## config.mk

```make
export PLATFORM = sky130hd
export DESIGN_NAME = sw_db_pair
export DESIGN_NICKNAME = d
export VERILOG_FILES = /design/src/rtl/sw_db_pair.sv
export SDC_FILE = /design/constraint.sdc
export NUM_CORES = 1
export LEC_CHECK = 0
export ABC_CLOCK_PERIOD_IN_PS = 5590
export CORE_MARGIN = 10
export CORE_UTILIZATION = 53
export DETAILED_ROUTE_END_ITERATION = 10
export DONT_BUFFER_PORTS = 1
export PLACE_DENSITY_LB_ADDON = 0.3
export SYNTH_ARGS = -nofsm -noshare
export SYNTH_HDL_FRONTEND = slang
export SYNTH_HIERARCHICAL = 1
export SYNTH_SLANG_ARGS = --single-unit
```

## constraint.sdc

```tcl
create_clock -name clk -period 5.59 [get_ports clk]
set_input_delay 1.3975 -clock clk [delete_from_list [all_inputs] [get_ports clk]]
set_output_delay 1.3975 -clock clk [all_outputs]
set_load 0.01 [all_outputs]
```

## src/rtl/sw_db_pair.sv

```systemverilog
// sw_db_pair: two-channel switch debouncer feeding fsm_eg_mult_seg.
//
// Each raw switch passes through a 2-flop synchroniser and then a four-state
// debounce FSM. The FSM only lets the level flip after the synchronised input
// has held steady across TICKS ticks of a shared prescaler. One prescaler
// serves both channels, so switches pressed together flip on the same tick.
//
// Parameters:
//   N      prescaler width; one m_tick every 2^N clocks
//   TICKS  stable prescaler ticks needed before the level flips (2..15)
//
// Ports:
//   clk     system clock, rising edge
//   reset   synchronous, active-high
//   sw_a    raw switch A (asynchronous, bouncy)
//   sw_b    raw switch B (asynchronous, bouncy)
//   a       debounced level of A, registered
//   b       debounced level of B, registered
//   a_rise  one-cycle pulse on the first cycle of a = 1
//   b_rise  one-cycle pulse on the first cycle of b = 1

// sw_db_chan: synchroniser plus debounce FSM for one switch.
//
// Ports:
//   clk     system clock
//   reset   synchronous, active-high
//   sw      raw switch input
//   m_tick  shared prescaler tick, one cycle wide
//   level   debounced level, registered
//   rise    one-cycle pulse when level goes 0 -> 1, registered
//
// state | meaning
// ------+-----------------------------------------------------------
// ZERO  | level is 0, input agrees
// WAIT1 | level is 0, input has gone to 1, counting ticks to flip
// ONE   | level is 1, input agrees
// WAIT0 | level is 1, input has gone to 0, counting ticks to flip
module sw_db_chan #(
    parameter int TICKS = 3
) (
    input  logic clk,
    input  logic reset,
    input  logic sw,
    input  logic m_tick,
    output logic level,
    output logic rise
);

    localparam logic [1:0] ZERO  = 2'd0;
    localparam logic [1:0] WAIT1 = 2'd1;
    localparam logic [1:0] ONE   = 2'd2;
    localparam logic [1:0] WAIT0 = 2'd3;

    localparam logic [3:0] CNT_LAST = 4'(TICKS - 1);

    logic       s1;
    logic       s2;
    logic [1:0] state;
    logic [1:0] state_next;
    logic [3:0] cnt;
    logic [3:0] cnt_next;

    always_comb begin
        state_next = state;
        cnt_next   = cnt;
        case (state)
            ZERO: begin
                if (s2) begin
                    state_next = WAIT1;
                    cnt_next   = 4'd0;
                end
            end
            WAIT1: begin
                // A return to 0 outranks a tick in the same cycle.
                if (!s2) begin
                    state_next = ZERO;
                end else if (m_tick) begin
                    if (cnt == CNT_LAST) begin
                        state_next = ONE;
                    end else begin
                        cnt_next = cnt + 4'd1;
                    end
                end
            end
            ONE: begin
                if (!s2) begin
                    state_next = WAIT0;
                    cnt_next   = 4'd0;
                end
            end
            WAIT0: begin
                // A return to 1 outranks a tick in the same cycle.
                if (s2) begin
                    state_next = ONE;
                end else if (m_tick) begin
                    if (cnt == CNT_LAST) begin
                        state_next = ZERO;
                    end else begin
                        cnt_next = cnt + 4'd1;
                    end
                end
            end
            default: begin
                state_next = ZERO;
                cnt_next   = 4'd0;
            end
        endcase
    end

    always_ff @(posedge clk) begin
        if (reset) begin
            s1    <= 1'b0;
            s2    <= 1'b0;
            state <= ZERO;
            cnt   <= 4'd0;
            level <= 1'b0;
            rise  <= 1'b0;
        end else begin
            s1    <= sw;
            s2    <= s1;
            state <= state_next;
            cnt   <= cnt_next;
            // Level follows the next state so it flips on the same edge the
            // FSM settles, rather than one cycle later.
            level <= (state_next == ONE) || (state_next == WAIT0);
            // Only a completed debounce from below pulses; WAIT0 -> ONE is a
            // rejected release and the level never left 1.
            rise  <= (state == WAIT1) && (state_next == ONE);
        end
    end

endmodule

module sw_db_pair #(
    parameter int N     = 19,
    parameter int TICKS = 3
) (
    input  logic clk,
    input  logic reset,
    input  logic sw_a,
    input  logic sw_b,
    output logic a,
    output logic b,
    output logic a_rise,
    output logic b_rise
);

    logic [N-1:0] q;
    logic         m_tick;

    always_ff @(posedge clk) begin
        if (reset) begin
            q <= '0;
        end else begin
            q <= q + N'(1);
        end
    end

    assign m_tick = (q == {N{1'b1}});

    sw_db_chan #(.TICKS(TICKS)) u_chan_a (
        .clk    (clk),
        .reset  (reset),
        .sw     (sw_a),
        .m_tick (m_tick),
        .level  (a),
        .rise   (a_rise)
    );

    sw_db_chan #(.TICKS(TICKS)) u_chan_b (
        .clk    (clk),
        .reset  (reset),
        .sw     (sw_b),
        .m_tick (m_tick),
        .level  (b),
        .rise   (b_rise)
    );

endmodule

```

Word-level counts from Yosys, hierarchy flattened
Index checks and enable logic that the tools add are counted.
{"block": "classes", "n_mux": 32, "n_eq_ne": 21, "n_reduce_logical": 8, "addsub": 3}
{"operator": "2-to-1 mux 4 bit", "n": 12}
{"operator": "2-to-1 mux 2 bit", "n": 16}
{"operator": "case mux 4 bit (4 select lines)", "n": 2}
{"operator": "adder 19 x 1 -> 19 bit, second input constant", "n": 1}
{"operator": "== test 19 bit, second input constant", "n": 1}
{"operator": "== test 2 bit, second input constant", "n": 8}
{"operator": "case mux 2 bit (4 select lines)", "n": 2}
{"operator": "adder 4 x 1 -> 4 bit, second input constant", "n": 2}
{"operator": "== test 4 x 2 -> 1 bit, second input constant", "n": 2}
{"operator": "!= test 2 x 1 -> 1 bit, second input constant", "n": 4}
{"operator": "!= test 2 bit, second input constant", "n": 4}
{"operator": "AND reduction 4 bit", "n": 2}
{"operator": "== test 2 x 1 -> 1 bit, second input constant", "n": 2}
{"operator": "logical NOT 2 bit", "n": 2}
{"operator": "logical AND 1 bit", "n": 2}
{"operator": "logical OR 1 bit", "n": 2}
{"block": "totals", "out_inout_bits": 4, "reg_bits": 39, "elab_cells": 77, "inputBits": 4}

Logic depth before layout (Yosys ltp)
{"block": "logic_depth", "depth_word": 7, "mapped_depth": 7}

Hierarchy
The synthesis kept the hierarchy.
{"module": "sw_db_chan", "seq_area_each_um2": 200.2, "cells_each": 49, "n_inst": 2, "area_each_um2": 462.9}
{"module": "sw_db_pair", "seq_area_each_um2": 380.4, "cells_each": 94, "n_inst": 1, "area_each_um2": 825.8}

Least setup slack after synthesis
No wires, ideal clock.
{"block": "synth_path", "path_kind": "register to register", "from": "register q[0]", "to": "register u_chan_a.cnt[3]", "slack_ps": 2912, "period_less_slack_ps": 2678, "arrival_ps": 2608, "stages_incl_launch_ff": 8, "setup_ps": 70, "path_cell_list": "dfxtp_1 > ha_1 > nand4_1 > or4_4 > nor3_1 > and2b_2 > or4_1 > a21oi_1"}
{"block": "synth_via", "elab_chain_len": 4, "elab_cells_between_ends": 5}
{"element": "start: declaration", "line_no": "148", "rtl": "logic [N-1:0] q;"}
{"element": "start signal: assignment", "line_no": "155", "rtl": "q <= q + N'(1);"}
{"element": "== test 19 bit (*)", "line_no": "159", "rtl": "assign m_tick = (q == {N{1'b1}});"}
{"element": "via m_tick", "line_no": "149", "rtl": "logic m_tick;"}
{"element": "2-to-1 mux 4 bit (*)"}
{"element": "2-to-1 mux 4 bit (on tied branches)"}
{"element": "case mux 4 bit (4 select lines) (*)"}
{"element": "end signal: assignment", "line_no": "122", "rtl": "cnt <= cnt_next;"}
{"element": "end: declaration", "line_no": "60", "rtl": "logic [3:0] cnt;"}
The timed path passes the listed nets; every way through them passes the cells marked *. The select of a mux whose other input is x is not followed.
A chain may end at the register's enable or synchronous reset.

Worst setup path in the final report
Same ends and word-level chain as after synthesis.

==> flow_summary.yaml <==
outcome:
  status: "complete, no violations"
synth:
  synthTopCellsByArea: "dfxtp_1 45%, a21oi_1 4.6%, xnor2_1 4.5%"
  synth_cells: 192
  ys_seq_area_frac: 0.4457
  synth_top_area_cell: "dfxtp_1"
  synth_commonest_cells: "39 x dfxtp_1, 16 x a21oi_1, 15 x nor2_1, 12 x o21ai_0"
  synth_edf_count: 0
  syn_nets: 201
  syn_avg_cell_area_um2: 9.123
  synth_seq_cells: 39
  yosysMostFrequentCell: "dfxtp_1"
  syn-cell-area_um2: 1752
  synthArstFlopShare: 0
  netlist.area_leader.share: 0.4457
  yosysWarnings: 6
  dominantRegCellSynth: "dfxtp_1"
  synth_cell_type_count: 32
worst_hold_path:
  hold_class: "flop to flop"
  hold_depth: 1
power:
  powerDensity_nw_per_um2: 232.6
  p_leak_nw: 0.6016
  vdd_drop_max_uv: 178.9
  totalPowerFinal_mw: 0.4264
setup_path:
  reg2reg_slack_ns: 2.48
  cp.required_ns: 5.87
  crit_fanout: 10
  crit_end: "u_chan_a/cnt[3]"
  rr_endpoint: "u_chan_a/cnt[3]"
  cp.arrival_ns: 3.40
  worstSetupPathType: "flop to flop"
  reg2regPathDepth: 7
  end_kind: "flop"
  cp-startpoint: "q[0]"
  start_kind: "flop"
  r2r-start: "q[0]"
sta:
  maxSlewViolCount: 0
  slew_headroom: 0.3771
  layout_min_cycle_time_ns: 3.114
  finalClockSkew_ns: 0.005159
  tightest_slew_ns: 0.9272
  hold_violations: 0
  period_share: 0.5571
  clock.fmax_ghz: 0.3211
  final.setup.tns_ns: 0
  rsz0062_at_grt: "false"
  setup_viol: 0
cts:
  hold_buffers: 0
  clk_pin_slew_worst_paths_ns: 0.11
  cts_buffer_depth: 2
  h-tree-depth: 2
  ctsResizeCount: 0
  cts_root_buffer: "clkbuf_4"
  clock_latency_ns: 0.34
  cts_setup_buffers: 0
  cts_sinks: 39
  tritoncts: "built"
  cts_buffers: 5
floorplan:
  rows: 20
  die_h_um: 77.49
  initial_core_util: 0.5645
  ios: 8
  die-width_um: 77.49
  die-area_um2: 6005
  core_area_um2: 3103
global_routing:
  grt-ovfl-total: 0
  grt_max_degree: 40
  grt_pass1_wl_mm: 5.720
  grt_use_total: 0.1134
  antenna_found_initial: 0
  grt_pass1_vias: 1278
cells_and_area:
  area_growth_pct: 4.643
  diodes: 0
  drive_gt1_frac: 0.07216
  layout.cells.non_filler: 238
  nNetsFinal: 204
drt:
  routedWlPerCell_um: 13.56
  drt_iter0_markers: 118
  via_per_inst: 5.731
  finalWirelength_mm: 3.228
  ant_nets: 0
  drc_errors: 0
  first_pass_iters: 4
  num_vias: 1364
placed_design:
  dp_hpwl_mm: 2.223
  portBuffers: 0
  gp_congestion: 0.8053
  dpl.cell_count: 232
run:
  cap_violations: 0
state kept, by name, summed over array words and instances, names as in the netlist, 2 cells and up:
signal,flops
u_chan_b/cnt,4
q,19
u_chan_a/state,2
u_chan_a/cnt,4
u_chan_b/state,2
worst min-delay path by stage:
stage                     slack [ns]           to   startpoint
after floorplan                 0.41  u_chan_a/s2  u_chan_a/s1
after global placement          0.42  u_chan_a/s2  u_chan_a/s1
after detailed placement        0.42  u_chan_a/s2  u_chan_a/s1
after CTS                       0.46  u_chan_a/s2  u_chan_a/s1
after global routing            0.49  u_chan_a/s2  u_chan_a/s1
final                           0.46  u_chan_a/s2  u_chan_a/s1
power breakdown:
part	internal [mW]	switching, mW
clock	0.0448	0.0856
sequential	0.281	0.00410
combinational	0.00481	0.00558
total	0.331	0.0953
layer usage:
metal / track usage / wire length [um] / vias to the layer above
met5: 0 / 0 / -
met4: 0.03650 / 28 / 0
met3: 0.05069 / 170 / 4
met2: 0.1856 / 1514 / 26
met1: 0.1294 / 1514 / 637
li1: - / - / 697
cell usage in the layout, fill, tap and decap left out, types with 2 or more instances in the layout:
cell       Yosys  routed
dfxtp_1       39      39
a21oi_1       16      16
nor2_1        15      15
o21ai_0       12      12
nand3_1       11      11
nor2b_1       11      11
inv_1         10      10
nand4_1        9       9
xnor2_1        9       9
nor3_1         7       7
or3_1          6       6
o31ai_1        6       6
ha_1           5       5
clkbuf_4       0       5
xor2_1         4       4
nand2_1        3       3
mux2_2         2       2
nand4bb_1      2       2
nand4b_1       2       2
and4bb_2       2       2
and2b_2        2       2
or4_1          2       2
nand2b_1       2       2
a211oi_1       2       2
o211ai_1       2       2
mux2i_1        2       2
through the flow:
step	hold slack, ns	utilization	worst slack (ns)	instance area (um^2)
2_1_floorplan	0.4138	-	2.912	1752
3_3_place_gp	0.4235	0.5774	2.697	1792
3_5_place_dp	0.4249	0.5774	2.491	1792
4_1_cts	0.4577	0.5907	2.477	1833
5_1_grt	0.4850	0.5907	2.248	1833
6_report	0.4569	0.5907	2.476	1833
cell families (layout without fill, tap and decap cells):
| family | count (synthesis) | in the layout | share of synthesized area |
|---|---|---|---|
| and+or+nand+nor | 79 | 79 | 0.2764 |
| DFF | 39 | 39 | 0.4457 |
| AOI/OAI and AO/OA | 38 | 38 | 0.1229 |
| buffers and inverters | 14 | 16 | 0.03000 |
| xor gates and xnor gates | 13 | 13 | 0.06500 |
| adders and majority gates | 5 | 5 | 0.03571 |
| muxes | 4 | 4 | 0.02429 |
critical path, stage by stage (launching register included):
cell	delay, ns
dfxtp_1	0.40
ha_1	0.25
nand4_1	0.19
or4_4	0.49
nor3_1	0.77
and2b_2	0.33
or4_1	0.47
a21oi_1	0.15
layout make-up:
cell class,instances,area [um^2]
Tap cell,44,55.05
Clock buffer,6,41.29
Inverter,10,37.54
Multi-Input combinational cell,139,918.4
Fill cell,289,1270
Sequential cell,39,780.7
Power figures use the tool's default switching activity.
